## config.mk

```make
export PLATFORM = sky130hd
export DESIGN_NAME = spram_stream_writer
export DESIGN_NICKNAME = d
export VERILOG_FILES = /design/src/rtl/spram_stream_writer_pkg.sv /design/src/rtl/spram_wr_addr_gen.sv /design/src/rtl/spram_stream_writer.sv
export SDC_FILE = /design/constraint.sdc
export NUM_CORES = 1
export LEC_CHECK = 0
export CAP_MARGIN = 30
export CELL_PAD_IN_SITES_DETAIL_PLACEMENT = 1
export CELL_PAD_IN_SITES_GLOBAL_PLACEMENT = 1
export CORE_MARGIN = 5
export CORE_UTILIZATION = 25
export DETAILED_ROUTE_END_ITERATION = 10
export PLACE_DENSITY_LB_ADDON = 0.1
export SKIP_CTS_REPAIR_TIMING = 1
export SYNTH_ARGS = -nofsm -noshare
export SYNTH_HDL_FRONTEND = slang
export SYNTH_SLANG_ARGS = --single-unit
```

## constraint.sdc

```tcl
create_clock -name CLK_I -period 3.4 [get_ports CLK_I]
set_clock_uncertainty 0.1 [all_clocks]
set_input_delay 0.34 -clock CLK_I [delete_from_list [all_inputs] [get_ports CLK_I]]
set_output_delay 0.34 -clock CLK_I [all_outputs]
set_load 0.02 [all_outputs]
```

## src/rtl/spram_stream_writer_pkg.sv

```systemverilog
// Shared types and helpers for the stream-to-single-port-RAM writer.
// Holds the FSM state encoding and the address-width derivation.
package spram_stream_writer_pkg;

    typedef enum logic {
        IDLE = 1'b0,
        RUN  = 1'b1
    } state_t;

    // Address width for a RAM of 'depth' words; a 1-word RAM still needs one bit.
    function automatic int calc_ad_width(input int depth);
        return (depth >= 2) ? $clog2(depth) : 1;
    endfunction

endpackage

```

## src/rtl/spram_wr_addr_gen.sv

```systemverilog
// Write-address counter that wraps modulo DEPTH (not modulo 2^AD_WIDTH),
// with a synchronous load of the base address taking priority over increment.
module spram_wr_addr_gen #(
    parameter int DEPTH    = 256,
    parameter int AD_WIDTH = 8
) (
    input  logic                clk,
    input  logic                rst_n,
    input  logic                load,
    input  logic [AD_WIDTH-1:0] base,
    input  logic                inc,
    output logic [AD_WIDTH-1:0] addr
);

    localparam logic [AD_WIDTH-1:0] LAST_ADDR = AD_WIDTH'(DEPTH - 1);

    always_ff @(posedge clk) begin
        if (!rst_n) begin
            addr <= '0;
        end else if (load) begin
            addr <= base;
        end else if (inc) begin
            addr <= (addr == LAST_ADDR) ? '0 : addr + AD_WIDTH'(1);
        end
    end

endmodule

```

## src/rtl/spram_stream_writer.sv

```systemverilog
// Loads a valid/ready stream into a single-port RAM at consecutive addresses.
// Optional running XOR checksum enabled by SPRAM_STREAM_WRITER_CHECKSUM_EN.
module spram_stream_writer
    import spram_stream_writer_pkg::*;
#(
    parameter  int DATA_WIDTH = 8,
    parameter  int DEPTH      = 256,
    localparam int AD_WIDTH   = calc_ad_width(DEPTH)
) (
    input  logic                  CLK_I,
    input  logic                  NRST_I,
    input  logic                  START_I,
    input  logic [AD_WIDTH-1:0]   BASE_I,
    input  logic [AD_WIDTH:0]     LEN_I,
    input  logic                  CONT_I,
    input  logic                  ABORT_I,
    input  logic [DATA_WIDTH-1:0] S_DATA_I,
    input  logic                  S_VALID_I,
    output logic                  S_READY_O,
    output logic                  WE_O,
    output logic [AD_WIDTH-1:0]   WADDR_O,
    output logic [DATA_WIDTH-1:0] WDATA_O,
    output logic                  BUSY_O,
    output logic                  DONE_O,
    output logic [AD_WIDTH:0]     COUNT_O,
    output logic [DATA_WIDTH-1:0] CHECKSUM_O
);

    localparam logic [AD_WIDTH:0] DEPTH_W = (AD_WIDTH + 1)'(DEPTH);
    localparam logic [AD_WIDTH:0] ONE_W   = (AD_WIDTH + 1)'(1);

    state_t                  state_q, state_d;
    logic [AD_WIDTH:0]       len_q, count_q, len_clamped;
    logic [AD_WIDTH-1:0]     base_q, addr, addr_base;
    logic                    cont_q;
    logic                    start_ok, start_acc, hs, last_hs, addr_load;
    logic                    we_q, done_q;
    logic [AD_WIDTH-1:0]     waddr_q;
    logic [DATA_WIDTH-1:0]   wdata_q;

    always_comb begin
        len_clamped = (LEN_I > DEPTH_W) ? DEPTH_W : LEN_I;
        start_ok    = START_I && (LEN_I != '0) && ({1'b0, BASE_I} < DEPTH_W);
        start_acc   = (state_q == IDLE) && start_ok;
        hs          = S_VALID_I && S_READY_O;
        last_hs     = hs && (count_q == len_q - ONE_W);
        // A continuous pass reloads the base on its final word so the next pass has no bubble.
        addr_load   = start_acc || (last_hs && cont_q);
        addr_base   = (state_q == IDLE) ? BASE_I : base_q;
    end

    // NOTE: sequential state uses non-blocking assignments so every register samples pre-edge values.
    always_ff @(posedge CLK_I) begin
        if (!NRST_I) state_q <= IDLE;
        else         state_q <= state_d;
    end

    always_comb begin
        state_d = state_q;
        case (state_q)
            IDLE:    if (start_ok) state_d = RUN;
            RUN:     if (ABORT_I || (last_hs && !cont_q)) state_d = IDLE;
            default: state_d = IDLE;
        endcase
    end

    always_comb begin
        S_READY_O = (state_q == RUN) && !ABORT_I;
        BUSY_O    = (state_q == RUN);
    end

    spram_wr_addr_gen #(
        .DEPTH    (DEPTH),
        .AD_WIDTH (AD_WIDTH)
    ) u_addr_gen (
        .clk   (CLK_I),
        .rst_n (NRST_I),
        .load  (addr_load),
        .base  (addr_base),
        .inc   (hs),
        .addr  (addr)
    );

    always_ff @(posedge CLK_I) begin
        if (!NRST_I) begin
            we_q    <= 1'b0;
            done_q  <= 1'b0;
            waddr_q <= '0;
            wdata_q <= '0;
            count_q <= '0;
            len_q   <= '0;
            base_q  <= '0;
            cont_q  <= 1'b0;
        end else begin
            we_q   <= hs;
            done_q <= last_hs;
            if (hs) begin
                waddr_q <= addr;
                wdata_q <= S_DATA_I;
            end
            if (start_acc) begin
                base_q  <= BASE_I;
                len_q   <= len_clamped;
                cont_q  <= CONT_I;
                count_q <= '0;
            end else if (hs) begin
                count_q <= last_hs ? '0 : count_q + ONE_W;
            end
        end
    end

    assign WE_O    = we_q;
    assign WADDR_O = waddr_q;
    assign WDATA_O = wdata_q;
    assign DONE_O  = done_q;
    assign COUNT_O = count_q;

`ifdef SPRAM_STREAM_WRITER_CHECKSUM_EN
    logic [DATA_WIDTH-1:0] csum_q;
    logic                  csum_restart_q;

    // The final XOR of a pass stays visible alongside DONE; the next pass starts fresh on its first word.
    always_ff @(posedge CLK_I) begin
        if (!NRST_I) begin
            csum_q         <= '0;
            csum_restart_q <= 1'b0;
        end else if (start_acc) begin
            csum_q         <= '0;
            csum_restart_q <= 1'b0;
        end else if (hs) begin
            csum_q         <= (csum_restart_q ? '0 : csum_q) ^ S_DATA_I;
            csum_restart_q <= last_hs && cont_q;
        end
    end

    assign CHECKSUM_O = csum_q;
`else
    assign CHECKSUM_O = '0;
`endif

endmodule

```

==> results.md <==
Detailed routing:
- The detailed router finished its first iteration with about 110 violations.
- The routed layout has 2442 vias.
- After detailed routing, the number of vias per cell comes to about 4.7.
- The remaining design rule violation count is 0.
- The routed design has just under 8000 um of wire.
- The post-route antenna net violation count is 0.
- Before antenna repair, the detailed router went through 4 iterations.
- The per-cell routed wire length is roughly 15 um.

Setup path:
- For this run, the slowest stage of the critical path takes ~500 ps.
- The setup check on the worst reg-to-reg path leaves a slack of between 500 and 600 ps.
- The worst register-to-register path has a depth of 8.
- The critical path is of the reg -> reg type.
- Among all stages on the critical path, the largest delay is contributed by sky130_fd_sc_hd__nor4b_1.
- Data on the critical path is required at its endpoint by roughly 3500 ps.
- The kind of cell adding the most delay to the critical path is compound AO/OA/AOI/OAI gates.
- The arrival time reported for the critical path endpoint is 2990 ps.
- The endpoint type of the worst setup path is a flip-flop.
- The endpoint identified for the worst register-to-register timing path is u_addr_gen.addr[4].
- The worst register-to-register path begins at len_q[0].
- The startpoint type of the worst setup path is a flip-flop.
- Traced cell by cell, the critical path runs through inv_1 > ha_1 > nor4b_1 > xor2_1 > and4b_1 > o211ai_2 > o31a_1 > mux2i_1.
- The buffer and inverter count on the worst path is 1.
- The peak fanout along the critical path is 8.

Clock tree:
- The clock net in this run drives a total of 54 sinks.
- The number of CTS-inserted buffers is 5.
- The clock-pin slew on the worst setup and hold paths is 100 ps.
- The clock network latency to the later pin of the worst-skew pair is 310 ps.
- The tree is rooted in a sky130_fd_sc_hd__clkbuf_8.
- The number of H-tree levels is 2.
- The CTS tree is built.
- The maximum clock insertion buffer count is 2.

Synth:
- In this run, distinct cell masters in the synthesized netlist total 46.
- Summed over all instances, the cell type with the most area after synthesis is sky130_fd_sc_hd__dfxtp_1.
- Yosys mapped a number of flops with a built-in enable equal to 0.
- The cell area that synthesis handed to floorplanning was roughly 0.0028 sq mm.
- Among all flip-flop cells after synthesis, the most frequent one is sky130_fd_sc_hd__dfxtp_1.
- The warning count from the yosys run is 0.
- The most frequently used cell type in the post-synthesis netlist is sky130_fd_sc_hd__nand2_1.
- The number of synthesized register bits is 54.
- The top-area cell type share of the netlist area is 0.3890.
- After synthesis, the share of flip-flops with an asynchronous set or reset is 0.
- The share of the Yosys chip area taken by registers is 0.3890.
- Yosys attributes the largest share of cell area to sky130_fd_sc_hd__dfxtp_1 (39%), sky130_fd_sc_hd__nand2_1 (10%), sky130_fd_sc_hd__a21boi_0 (9.5%).
- After synthesis, the mean cell area works out to ~8.4 sq um.
- The synthesized netlist cell count is approximately 330.
- By count the netlist is led by sky130_fd_sc_hd__nand2_1 (75), sky130_fd_sc_hd__dfxtp_1 (54), sky130_fd_sc_hd__a21boi_0 (35), sky130_fd_sc_hd__clkbuf_1 (17), sky130_fd_sc_hd__xnor2_1 (14).

Finish:
- The net count of the finished layout is 416.
- The area growth from synthesis to layout is 28.37%.
- The number of antenna diodes in the final layout is 0.
- Fill cells in the final layout number roughly 1300.
- The post-route cell area is 0.003567 sq mm.
- Of the cells placed in the final design, the portion with a size suffix greater than 1 is 0.04961.

Place:
- The HPWL after detailed placement is 5651 um.
- The placed cell area is 0.003458 sq mm.
- The number of buffer cells added on primary ports is ~60.
- The placer congestion estimate is about 0.73.

Timing:
- The number of failing setup endpoints in the final timing report is 0.
- Summed over all failing endpoints, the final setup total negative slack is 0 ps.
- The worst-case headroom to the max-slew limit is 0.4879.
- Setup repair after global routing left no endpoint under its margin.
- The hold violation total from the final report was 0.
- Dividing the final minimum period by the clock period gives 0.8385.
- The maximum clock frequency is ~0.35 GHz.
- After layout, the minimum clock period comes to approximately 2900 ps.
- The number of slew-limit violations in the final report is 0.
- The worst hold-check slack is 362.5 ps.
- For the pin with the worst max-slew slack, the measured transition is between 700 and 800 ps.

Min path:
- The type of the most critical hold path is reg -> reg.
- The beginning of the worst hold path is base_q[2].
- For hold timing, the worst endpoint is base_q[2].
- The worst hold path passes through 2 cells.

Power and ir drop:
- The maximum VDD drop is around 150 uV.
- For this design the static power due to leakage is about 1.2 nW.
- The power density of the placed cells is approximately 370 mW/mm^2.

Outcome:
- The flow ran to the end, and the final reports show no timing, DRC or antenna violations.

Floorplan:
- The region available for standard cell placement spans roughly 0.011 sq mm.
- The effective utilization at floorplan is 0.2552.
- Measured along the y axis, the die boundary spans approximately 120 um.
- The number of rows in the core area is 38.
- In this run the count of I/O pins placed on the die edge is between 60 and 70.
- The floorplan step defined a die boundary enclosing roughly 0.013 sq mm.
- From left edge to right edge, the die measures 115.4 um.

Run:
- The number of violations of the max-capacitance limit is 0.

Global routing:
- The number of antenna violations at the first check in global routing came to 0.
- The number of global-route vias before repair is roughly 2500.
- The first-pass GRT wire length is between 10000 and 15000 um.
- The total overflow left after global routing is 0.
- The overall routing resource usage is 0.1196.
- Entering global routing, the biggest net connects 28 pins.
-- logic make-up after synthesis --
kind of cell,synth area share
multiplexers,0.02882
AO/OA/AOI/OAI,0.1855
XOR/XNOR,0.06619
AND/OR/NAND/NOR,0.2576
buffers and inverters,0.05808
other,0.001349
adder cells (fa/ha/maj),0.01351
flip-flops,0.3890
-- metal layers --
metal / GRT usage / up-vias / share of wire
li1: - / 1224 / -
met1: 0.1725 / 1153 / 0.52
met2: 0.1844 / 60 / 0.42
met3: 0.02193 / 5 / 0.047
met4: 0.03052 / 0 / 0.011
met5: 0 / - / 0
-- how the worst max path moves through the flow --
stage,endpoint,slack [ps],depth (start not counted),start
floorplan,u_addr_gen.addr[1],1040,10,len_q[0]
global route,u_addr_gen.addr[1],250,8,len_q[0]
global placement,u_addr_gen.addr[6],690,8,len_q[0]
finish,u_addr_gen.addr[4],550,8,len_q[0]
detailed placement,u_addr_gen.addr[4],620,8,len_q[0]
CTS,u_addr_gen.addr[4],540,8,len_q[0]
-- final cells by class --
type,count,area (sq um),area share
Multi-Input combinational cell,254,1563,0.4381
Tap cell,140,175.2,0.04911
Timing Repair Buffer,64,628.1,0.1761
Sequential cell,54,1081,0.3031
Clock buffer,5,68.82,0.01929
Inverter,3,11.26,0.003157
Clock inverter,3,40.04,0.01122
-- per-stage QoR --
step                      std cells  total power [mW]  worst slack, ps    util
final                           523             1.329            549.1  0.3276
after global routing            523             1.396            245.7  0.3276
after CTS                       523             1.353            537.7  0.3276
after detailed placement        515            0.9031            621.9  0.3176
after global placement          515            0.8999            690.3  0.3176
after floorplan                 339            0.8249             1036       -
-- sequential cells by signal, indices dropped and copies added, names as in the netlist --
register         flops
DONE_O               1
WE_O                 1
WDATA_O              8
u_addr_gen.addr      8
COUNT_O              9
base_q               8
WADDR_O              8
BUSY_O               1
cont_q               1
len_q                9
-- power by group --
group          internal [mW]  total (mW)  switching (mW)
registers              0.656       0.683          0.0276
clock network          0.217       0.443           0.226
logic                  0.100       0.203           0.103
total                  0.973        1.33           0.356
-- tightest hold or removal path, delay by kind of cell (launching register included) --
family	cells	cell delay, ps
flops	1	320
compound gates	1	60
simple gates	1	40
-- cells in the final DEF, fill, tap and decap left out, types with 3 or more instances in the layout --
cell type,synthesis,final
sky130_fd_sc_hd__nand4_1,5,5
sky130_fd_sc_hd__and3_1,3,3
sky130_fd_sc_hd__mux2i_1,8,8
sky130_fd_sc_hd__nand2_1,75,75
sky130_fd_sc_hd__xor2_1,7,7
sky130_fd_sc_hd__ha_1,3,3
sky130_fd_sc_hd__nor2b_1,3,3
sky130_fd_sc_hd__o211ai_1,12,12
sky130_fd_sc_hd__dfxtp_1,54,54
sky130_fd_sc_hd__a21boi_0,35,35
sky130_fd_sc_hd__nor3_1,4,4
sky130_fd_sc_hd__conb_1,1,8
sky130_fd_sc_hd__nor2_1,13,13
sky130_fd_sc_hd__inv_1,3,3
sky130_fd_sc_hd__clkbuf_8,0,5
sky130_fd_sc_hd__nand3b_1,10,10
sky130_fd_sc_hd__nand2b_1,9,9
sky130_fd_sc_hd__nor4_1,3,3
sky130_fd_sc_hd__a31oi_1,4,4
sky130_fd_sc_hd__o21ai_0,5,5
sky130_fd_sc_hd__a21oi_1,5,5
sky130_fd_sc_hd__clkdlybuf4s50_1,0,59
sky130_fd_sc_hd__buf_4,8,5
sky130_fd_sc_hd__xnor2_1,14,14
(Power assumes the default switching activity.)
